==> config.mk <==
export PLATFORM = sky130hd
export DESIGN_NAME = fifo_byte_packer
export DESIGN_NICKNAME = d
export VERILOG_FILES = /design/src/rtl/fifo_pkg.sv /design/src/rtl/packer_out_reg.sv /design/src/rtl/fifo_byte_packer.sv
export SDC_FILE = /design/constraint.sdc
export NUM_CORES = 1
export LEC_CHECK = 0
export ABC_AREA = 1
export BUFFER_PORTS_ARGS = -buffer_cell sky130_fd_sc_hd__clkbuf_2
export CELL_PAD_IN_SITES_DETAIL_PLACEMENT = 1
export CELL_PAD_IN_SITES_GLOBAL_PLACEMENT = 1
export CORE_AREA = 3 3 80 82
export CTS_CLUSTER_DIAMETER = 80
export DETAILED_ROUTE_END_ITERATION = 12
export DIE_AREA = 0 0 83 85
export GPL_TIMING_DRIVEN = 0
export HOLD_SLACK_MARGIN = 0.05
export PLACE_DENSITY_LB_ADDON = 0.1
export REMOVE_ABC_BUFFERS = 1
export SYNTH_ARGS = -nofsm -noshare
export SYNTH_HDL_FRONTEND = slang
export SYNTH_SLANG_ARGS = --single-unit
==> constraint.sdc <==
create_clock -name clk -period 3.3 [get_ports clk]
set_clock_uncertainty 0.15 [all_clocks]
set_input_delay 0.66 -clock clk [delete_from_list [all_inputs] [get_ports clk]]
set_output_delay 0.66 -clock clk [all_outputs]
set_load 0.005 [all_outputs]
==> src/rtl/fifo_pkg.sv <==
// Shared constants for the FIFO read-side byte packer.
package fifo_pkg;

  localparam int DEF_DW    = 8;
  localparam int DEF_RATIO = 4;

  // Width needed to hold a lane count in the range 0..ratio inclusive.
  function automatic int lane_cnt_w(input int ratio);
    return $clog2(ratio + 1);
  endfunction

endpackage

==> src/rtl/packer_out_reg.sv <==
// Single-entry valid/ready holding register for the packed output word.
// 'free' means a load on this edge is safe: the slot is empty or is being taken.
module packer_out_reg #(
  parameter int W = 36
) (
  input  logic         clk,
  input  logic         rst,
  input  logic         clr,
  input  logic         load,
  input  logic [W-1:0] din,
  input  logic         ready,
  output logic         valid,
  output logic [W-1:0] dout,
  output logic         free
);

  assign free = !valid || ready;

  // A fresh word takes the slot; otherwise an accepted word retires.
  always_ff @(posedge clk) begin
    if (rst) begin
      valid <= 1'b0;
      dout  <= '0;
    end else if (clr) begin
      valid <= 1'b0;
    end else if (load) begin
      valid <= 1'b1;
      dout  <= din;
    end else if (ready) begin
      valid <= 1'b0;
    end
  end

endmodule

==> src/rtl/fifo_byte_packer.sv <==
// Packs RATIO consecutive DW-bit FIFO entries into one little-endian word.
// Optional partial-word flush is built when FIFO_BYTE_PACKER_FLUSH_EN is defined.
module fifo_byte_packer
  import fifo_pkg::*;
#(
  parameter int DW    = DEF_DW,
  parameter int RATIO = DEF_RATIO
) (
  input  logic                clk,
  input  logic                rst,
  input  logic                clr,
  input  logic [DW-1:0]       fifo_dout,
  input  logic                fifo_empty,
  output logic                fifo_re,
  input  logic                flush,
  output logic [DW*RATIO-1:0] out_data,
  output logic [RATIO-1:0]    out_be,
  output logic                out_valid,
  input  logic                out_ready,
  output logic                busy
);

  localparam int            CW      = lane_cnt_w(RATIO);
  localparam int            OW      = DW * RATIO;
  localparam logic [CW:0]   RATIO_O = (CW+1)'(RATIO);

  logic [CW-1:0]            cnt, cnt_eff, cnt_base;
  logic                     pend;
  logic                     full, out_free, load, room;
  logic                     flush_lat, flush_fire;
  logic [CW:0]              occ;
  logic [RATIO-1:0][DW-1:0] asm_q;
  logic [RATIO-1:0]         load_be;
  logic [OW-1:0]            load_data;
  logic [OW+RATIO-1:0]      reg_q;

  assign full     = (cnt == CW'(RATIO));
  // A complete word that moves out this edge no longer occupies the assembly.
  assign cnt_eff  = (full && out_free) ? '0 : cnt;
  assign occ      = {1'b0, cnt_eff} + {{CW{1'b0}}, pend};
  // Look-ahead: with the last byte in flight and the output slot free now,
  // the word is certain to load on the edge the new byte lands, so one more
  // read may be issued; this is what keeps a byte per clock flowing.
  assign room     = (occ < RATIO_O) || ((occ == RATIO_O) && !full && out_free);
  assign fifo_re  = !fifo_empty && !clr && !rst && room && !flush_lat;
  assign load     = (full && out_free) || flush_fire;
  assign cnt_base = load ? '0 : cnt;
  assign busy     = (cnt != '0) || pend || out_valid;

`ifdef FIFO_BYTE_PACKER_FLUSH_EN
  assign flush_fire = flush_lat && (cnt != '0) && !pend && out_free;

  // Flush request latch; a request with nothing assembled or in flight is dropped.
  always_ff @(posedge clk) begin
    if (rst || clr)
      flush_lat <= 1'b0;
    else
      flush_lat <= ((cnt != '0) || pend) && (flush || (flush_lat && !flush_fire));
  end

  // Lane-valid mask covers only the lanes filled so far.
  always_comb begin
    load_be = '0;
    for (int k = 0; k < RATIO; k++)
      load_be[k] = (CW'(k) < cnt);
  end
`else
  logic unused_flush;
  assign unused_flush = flush;
  assign flush_lat    = 1'b0;
  assign flush_fire   = 1'b0;
  assign load_be      = '1;
`endif

  // Unfilled lanes of a partial word go out as zero.
  for (genvar k = 0; k < RATIO; k++) begin : g_lane
    assign load_data[k*DW +: DW] = load_be[k] ? asm_q[k] : '0;
  end

  // Assembly lanes: the returning byte goes to the next free lane, lane 0 if a word leaves.
  always_ff @(posedge clk) begin
    for (int k = 0; k < RATIO; k++)
      if (pend && (cnt_base == CW'(k)))
        asm_q[k] <= fifo_dout;
  end

  // Lane count and in-flight read tracking.
  always_ff @(posedge clk) begin
    if (rst || clr) begin
      cnt  <= '0;
      pend <= 1'b0;
    end else begin
      pend <= fifo_re;
      cnt  <= cnt_base + CW'(pend);
    end
  end

  packer_out_reg #(
    .W (OW + RATIO)
  ) u_out_reg (
    .clk   (clk),
    .rst   (rst),
    .clr   (clr),
    .load  (load),
    .din   ({load_be, load_data}),
    .ready (out_ready),
    .valid (out_valid),
    .dout  (reg_q),
    .free  (out_free)
  );

  assign out_data = reg_q[OW-1:0];
  assign out_be   = reg_q[OW +: RATIO];

endmodule

==> flow_summary.toml, run 1 <==
[outcome]
run_status = "finished clean"

[setup_path]
critPathKind = "in -> out"
path_buf_inv = 4
crit_path_start_kind = "primary input"
r2r_start = "cnt[1]"
crit_chain = "clkbuf_2 > inv_1 > nand2_1 > nor3_1 > nand2_1 > inv_1 > clkbuf_2"
end_kind = "output port"
arrival_ns = 2.19
required_ns = 2.49
slowest_stage = "inv_1"
crit_path_max_fanout = 33
crit_path_start = "rst"
crit_family = "buffers and inverters"
critPathMaxStageDelay_ns = 0.66

[power]
p_per_area_nw_per_um2 = 570
ir_drop_uv = 262
leakagePower_nw = 1.29

[yosys]
yosysWarnings = 0
yosysUniqueCellTypes = 20
mappedNetlistArea_um2 = 2480
avgSynthCellArea_um2 = 11.1
synth_seq_area_share_pct = 69.4
synth_cells = 223
ys_ff_latch = 70

[layout]
final_area_um2 = 2950
nNetsFinal = 289
post-route-util_pct = 50.8
layout-drive-gt1-share_pct = 28.4
area_growth_syn_to_layout_pct = 19.1
antenna_cells = 0
final_cell_mix = "64 x nor2_1, 51 x clkbuf_2, 38 x dfxtp_1"
layout_commonest_cell = "nor2_1"

[route]
drt-total-wl_um = 4880
drcViolationCount = 0
avgRoutedWirePerCell_um = 13.8
first_pass_iters = 4
num_vias = 1636
drt-initial-drc-count = 148
viasPerCell = 4.63
ant_nets = 0

[worst_hold_path]
hold_path.class = "reg -> reg"
worstHoldStart = "asm_q[15]"

[placed_design]
gp_congestion = 0.723
place_ws_ns = 0.279
hpwl_um = 3190
portBuffers = 51
dpl_cell_area_um2 = 2730

[global_routing]
grt_pass1_vias = 1645
grt_max_degree = 35
grt-ovfl-total = 0
grt_antenna_before_repair = 0
grtUsageTotal_pct = 14.9
grt_pass1_wl_um = 8070

[floorplanning]
rows = 28
io_pins = 53
die_h_um = 85
core_area_um2 = 5820
die_area_um2 = 7060
die_w_um = 83
initial_core_util_pct = 42.7

[timing]
period_needed_ns = 3.00
hold_violations = 0
post-route-period-util_pct = 90.8
fin_tns_setup_ns = 0
rsz0062_at_grt = "false"
max_freq_mhz = 334
fin_ws_ns = 0.303
worstMarginPinSlew_ns = 1.28
relSlewSlack_pct = 14.2
setup_viol = 0
slew_viol_final = 0

[run]
cap_violations = 0

[clock_network]
cts-hold-fix-buffers = 0
clk_root_buffer_cell = "clkbuf_8"
cts_setup_buffers = 0
cts.reportedPaths.clkPinSlew_ns = 0.07
numCtsBuffers = 9
cts_buffer_depth = 2
clock-sinks = 70
ctsResizeCount = 0
h-tree-depth = 3
cts_tree = "yes"
clock_latency_ns = 0.33
[cells by family (layout without fill, tap and decap cells)]
group                      count (synthesis)  after routing  synth area share, %
and+or+nand+nor                           92             92                 16.6
DFF                                       70             70                 69.4
AOI/OAI and AO/OA                         33             33                 6.66
buffers and inverters                     26             81                 6.30
adders and majority gates                  2              2                 1.01
[power breakdown]
part           switching, W  internal (W)
Combinational     0.0000189    0.00000915
Clock              0.000299      0.000445
Sequential       0.00000186      0.000910
[worst min-delay path, stage by stage (launching register included)]
cell	delay [ns]
edfxtp_1	0.32
nor2_1	0.04
nor2_1	0.08
[per-stage QoR]
stage	power [W]	hold WS, ns	cells
3_3_place_gp	0.000959	0.304	335
3_5_place_dp	0.000960	0.312	336
2_1_floorplan	0.000942	0.297	209
5_1_grt	0.00176	0.324	353
6_report	0.00168	0.322	353
4_1_cts	0.00171	0.330	352
[final cells by class]
cell class	instances	area [µm²]
timing repair buffer	53	268
tap	75	93.8
fill	673	2860
inverter	12	47.5
sequential	70	1720
clock inverter	4	70.1
clock buffer	12	145
multi-input combinational	127	608
[per-layer routing]
layer  global-route usage [%]  vias to the layer above  wire, µm
met5                        0                        -         0
met4                     6.69                        0        89
met3                     4.47                        8       256
met2                     24.0                       40      2300
met1                     18.7                      759      2240
li1                         -                      829         -
[Yosys cell counts, drive strengths merged]
cell type	instances	area (µm²)
nand3	4	32.5
clkbuf	5	18.8
inv	12	47.6
nor2	73	315
ha	2	25.0
buf	9	90.1
nor3	5	25.0
nand4	1	6.26
nand2	9	33.8
o21ai	32	160
edfxtp	32	961
dfxtp	38	761
a21oi	1	5.00
[registers in the layout, indices dropped and copies added, names as in the netlist]
name,count
asm_q,32
u_out_reg.dout,33
cnt,3
u_out_reg.valid,1
pend,1
[final timing paths]
path / to / slack (ns) / depth (start not counted)
max: fifo_re / 0.30 / 7
min: u_out_reg.dout[15] / 0.32 / 2
max reg2reg: asm_q[6] / 0.89 / 5
min reg2reg: u_out_reg.dout[15] / 0.32 / 2
Power figures use the tool's default switching activity.
==> run 2, diff against run 1 <==
- CORE_AREA: 3 3 80 82 -> 3 3 82 84
- DIE_AREA: 0 0 83 85 -> 0 0 85 87
- clock period: 3.3 -> 2.9 ns (I/O delays scaled with it)
==> run 2 against run 1 <==
Largest cell class unchanged. Die area rose by 4.8%. Cell count decreased by 0.28%. Count of clock-buffer cells in the layout increased by 2. Non-clock buffer count shrank 1. Highest routed layer unchanged.
==> flow_summary.toml, run 2 (synthesis gave the netlist of run 1 again) <==
[setup_path]
crit_path_max_fanout = 33
required_ns = 2.17
crit_chain = "clkbuf_2 > clkinvlp_4 > nand2_1 > nor3_1 > nand2_1 > inv_1 > clkbuf_2"
r2r_cells = 5
reg2reg_slack_ns = 0.49
crit_path_start_kind = "primary input"
path_buf_inv = 4
critPathMaxStageDelay_ns = 0.43
r2r_start = "cnt[1]"
slowest_stage = "clkinvlp_4"
arrival_ns = 1.79
path_depth = 7
r2r-end = "asm_q[3]"
critPathKind = "in -> out"
end_kind = "output port"
crit_family = "buffers and inverters"

[floorplanning]
rows = 28
initial_core_util_pct = 41.4
die_h_um = 87
die_w_um = 85
io_pins = 53
die_area_um2 = 7400
core_area_um2 = 5990

[global_routing]
grt_antenna_before_repair = 0
grtUsageTotal_pct = 14.4
grt-ovfl-total = 0
grt_pass1_wl_um = 8180
grt_pass1_vias = 1711
grt_max_degree = 35

[run]
cap_violations = 0

[route]
viasPerCell = 4.73
drt-initial-drc-count = 107
first_pass_iters = 4
avgRoutedWirePerCell_um = 14.3
drcViolationCount = 0
num_vias = 1665
ant_nets = 0
drt-total-wl_um = 5020

[power]
internal_power_w = 0.00144
p_per_area_nw_per_um2 = 616
p_sw_w = 0.000353
p_comb_share_pct = 1.8
clkPwrFrac_pct = 40.5
seqPwrFrac_pct = 57.7
leakagePower_nw = 1.25
power_switching_share_pct = 19.6
ir_drop_uv = 381

[layout]
multi_input_area_um2 = 613
nNetsFinal = 288
largestRegisters = "u_out_reg.dout x33, asm_q x32, cnt x3"
largest_reg_flops = 33
final_area_um2 = 2920
layout_commonest_cell = "nor2_1"
seq_area_um2 = 1720
final_cell_mix = "64 x nor2_1, 51 x clkbuf_2, 38 x dfxtp_1"
antenna_cells = 0
area_growth_syn_to_layout_pct = 17.7
n_fill_cell = 683
top_register = "u_out_reg.dout"
layout-drive-gt1-share_pct = 27.8

[clock_network]
clock-sinks = 70
numCtsBuffers = 9
cts_tree = "yes"
cts_buffer_depth = 2
cts.reportedPaths.clkPinSlew_ns = 0.07
clk_root_buffer_cell = "clkbuf_8"
clock_latency_ns = 0.32
h-tree-depth = 3

[placed_design]
dpl_cell_area_um2 = 2730
portBuffers = 51
hpwl_um = 3260
gp_congestion = 0.715

[timing]
slew_viol_final = 0
worstMarginPinSlew_ns = 1.23
rsz0062_at_grt = "false"
relSlewSlack_pct = 17.4
post-route-period-util_pct = 86.8
max_freq_mhz = 397
hold_violations = 0
fin_tns_setup_ns = 0
setup_viol = 0
period_needed_ns = 2.52

[worst_hold_path]
min_delay_worst_endpoint = "u_out_reg.dout[32]"
min_path_cells = 2
worstHoldStart = "rst"
hold_path.class = "in -> reg"

[outcome]
run_status = "finished clean"
[run 2: how the worst max path moves through the flow]
stage,end,from
after floorplan,fifo_re,rst
after global placement,fifo_re,rst
after detailed placement,fifo_re,rst
after CTS,fifo_re,rst
after global routing,fifo_re,rst
final,fifo_re,rst
[run 2: power groups by stage]
stage | logic, W | registers [W] | clock network [W]
floorplan | 0.0000122 | 0.00106 | 0
global placement | 0.0000314 | 0.00106 | 0
CTS | 0.0000329 | 0.00104 | 0.000750
finish | 0.0000325 | 0.00104 | 0.000727
detailed placement | 0.0000328 | 0.00106 | 0
global route | 0.0000372 | 0.00104 | 0.000796
[run 2: area by class of cell]
class,count,area share (%)
Multi-Input combinational cell,127,21.0
Clock inverter,2,1.20
Inverter,12,1.76
Sequential cell,70,59.0
Clock buffer,14,4.88
Timing Repair Buffer,52,9.00
Tap cell,75,3.21
[run 2: layer usage]
metal | track usage, % | vias to the layer above | share of wire (%)
met3 | 3.41 | 8 | 4.7
met5 | 0 | - | 0
li1 | - | 831 | -
met2 | 23.4 | 37 | 48
met1 | 17.9 | 789 | 45
met4 | 7.34 | 0 | 1.9
[run 2: worst reg2reg max path, cell delays in order (launching register included)]
cell,delay (ns)
dfxtp_1,0.38
nor2_4,0.18
nand3_4,0.12
nand2_1,0.10
nand2_1,0.13
nor3_1,0.96
[run 2: through the flow]
step	util [%]	hold slack (ns)	total power, W	setup WS (ns)	std cells
6_report	48.7	0.311	0.00180	0.382	352
5_1_grt	48.7	0.305	0.00187	0.174	352
4_1_cts	48.5	0.259	0.00182	0.0227	352
3_5_place_dp	45.6	0.315	0.00109	0.0253	336
3_3_place_gp	45.4	0.300	0.00109	0.0442	335
2_1_floorplan	-	0.297	0.00107	0.718	209
[run 2: repair_timing]
item | 4_1_cts | 5_1_grt
buffers inserted | 0 | 0
endpoints found under the hold margin | 0 | 0
gates resized for setup | 0 | 1
hold buffers | 0 | 0
endpoints found under the setup margin | 0 | 1
==> run 3, diff against run 2 <==
- CORE_AREA: 3 3 82 84 -> 3 3 80 82
- DIE_AREA: 0 0 85 87 -> 0 0 83 85
- REMOVE_ABC_BUFFERS: 1 -> not set
- clock period: 2.9 -> 3.2 ns (I/O delays scaled with it)
==> run 3 against run 2 <==
Count of clock-buffer cells in the layout shrank 3. Final area grew 3.5%. Worst setup slack better by 0.25 ns. Routed wire length up 8.8%. Utilization is 3.2 points higher. First-iteration DRC count grew 6.5%. Power fell by 8.3%. Sequential share of layout area decreased by 2.0 points. Die area is 4.6% lower. Hold slack better by 0.010 ns. Global-route usage is 2.3 points higher. Via count grew 3.9%. Critical endpoint unchanged. Highest routed layer unchanged.
==> flow_summary.toml, run 3 (synthesis gave the netlist of run 1 again) <==
[worst_hold_path]
min_delay_worst_endpoint = "u_out_reg.dout[32]"
worstHoldStart = "rst"
hold_path.class = "in -> reg"
min_path_cells = 2

[route]
first_pass_iters = 4
drcViolationCount = 0
avgRoutedWirePerCell_um = 15.0
drt-total-wl_um = 5470
viasPerCell = 4.74
ant_nets = 0
num_vias = 1730
drt-initial-drc-count = 114

[timing]
setup_viol = 0
fin_ws_ns = 0.628
max_freq_mhz = 389
period_needed_ns = 2.57
rsz0062_at_grt = "false"
worstMarginPinSlew_ns = 1.21
fin_tns_setup_ns = 0
post-route-period-util_pct = 80.4
slew_viol_final = 0
hold_violations = 0
relSlewSlack_pct = 19.0

[floorplanning]
rows = 28
initial_core_util_pct = 42.7
die_h_um = 85
die_w_um = 83
io_pins = 53
die_area_um2 = 7060
core_area_um2 = 5820

[setup_path]
critPathKind = "reg -> out"
path_buf_inv = 4
crit_family = "flip-flops"
crit_path_start_kind = "register"
r2r_start = "cnt[1]"
slowest_stage = "dfxtp_1"
end_kind = "output port"
crit_chain = "clkbuf_1 > ha_1 > ha_1 > inv_1 > nand4_1 > nand3_1 > nand2_1 > inv_1 > clkbuf_2"
arrival_ns = 1.78
r2r-end = "asm_q[14]"
r2r_cells = 5
crit_path_max_fanout = 5
required_ns = 2.41
reg2reg_slack_ns = 0.82
critPathMaxStageDelay_ns = 0.45

[run]
cap_violations = 0

[clock_network]
cts_tree = "yes"
cts-hold-fix-buffers = 0
cts.reportedPaths.clkPinSlew_ns = 0.07
h-tree-depth = 3
cts_buffer_depth = 2
numCtsBuffers = 9
clk_root_buffer_cell = "clkbuf_8"
clock_latency_ns = 0.34
cts_setup_buffers = 0
clock-sinks = 70
ctsResizeCount = 0

[placed_design]
place_ws_ns = 0.276
portBuffers = 51
gp_congestion = 0.805
hpwl_um = 3740

[power]
ir_drop_uv = 281
leakagePower_nw = 1.32
p_per_area_nw_per_um2 = 546

[layout]
nNetsFinal = 301
top_register = "u_out_reg.dout"
area_growth_syn_to_layout_pct = 21.8
largestRegisters = "u_out_reg.dout x33, asm_q x32, cnt x3"
n_fill_cell = 683
layout-drive-gt1-share_pct = 29.3
antenna_cells = 0
layout_commonest_cell = "nor2_1"
largest_reg_flops = 33
final_cell_mix = "64 x nor2_1, 51 x clkbuf_2, 38 x dfxtp_1"

[global_routing]
grt_pass1_wl_um = 9010
grt-ovfl-total = 0
grt_pass1_vias = 1766
grt_max_degree = 12
grt_antenna_before_repair = 0
grtUsageTotal_pct = 16.7

[outcome]
run_status = "finished clean"

[yosys]
syn_nets = 239
==> run 3: how the worst max path moves through the flow <==
stage,startpoint,end,cells after the start
final,cnt[0],fifo_re,9
after global routing,cnt[0],fifo_re,9
after CTS,cnt[0],fifo_re,9
after detailed placement,out_ready,asm_q[0],7
after global placement,out_ready,asm_q[26],7
after floorplan,out_ready,asm_q[0],6
==> run 3: final cells by class <==
class	count	area [µm²]	share of cell area, %
sequential	70	1720	57.0
multi-input combinational	127	613	20.3
timing repair buffer	51	255	8.45
clock buffer	11	131	4.35
buffer	14	109	3.60
tap	75	93.8	3.11
clock inverter	5	50.0	1.66
inverter	12	47.5	1.57
==> run 3: metrics by stage <==
stage	cells	util (%)	hold WS (ns)	cell area, µm²	power, W
finish	365	52.0	0.321	3020	0.00165
global route	365	52.0	0.311	3020	0.00171
CTS	365	51.8	0.311	3010	0.00167
detailed placement	349	48.7	0.312	2830	0.000994
global placement	349	48.7	0.306	2830	0.000993
floorplan	223	-	0.297	2480	0.000972
==> run 3: report_power, final <==
group | total [W] | switching (W) | internal [W]
clock network | 0.000675 | 0.000321 | 0.000354
logic | 0.0000335 | 0.0000231 | 0.0000103
registers | 0.000940 | 0.00000224 | 0.000938
==> run 3: layer usage <==
layer | GRT usage [%] | part of all wire, %
met5 | 0 | 0
met4 | 7.58 | 2.0
met3 | 4.27 | 4.2
met2 | 27.5 | 49
met1 | 20.7 | 45
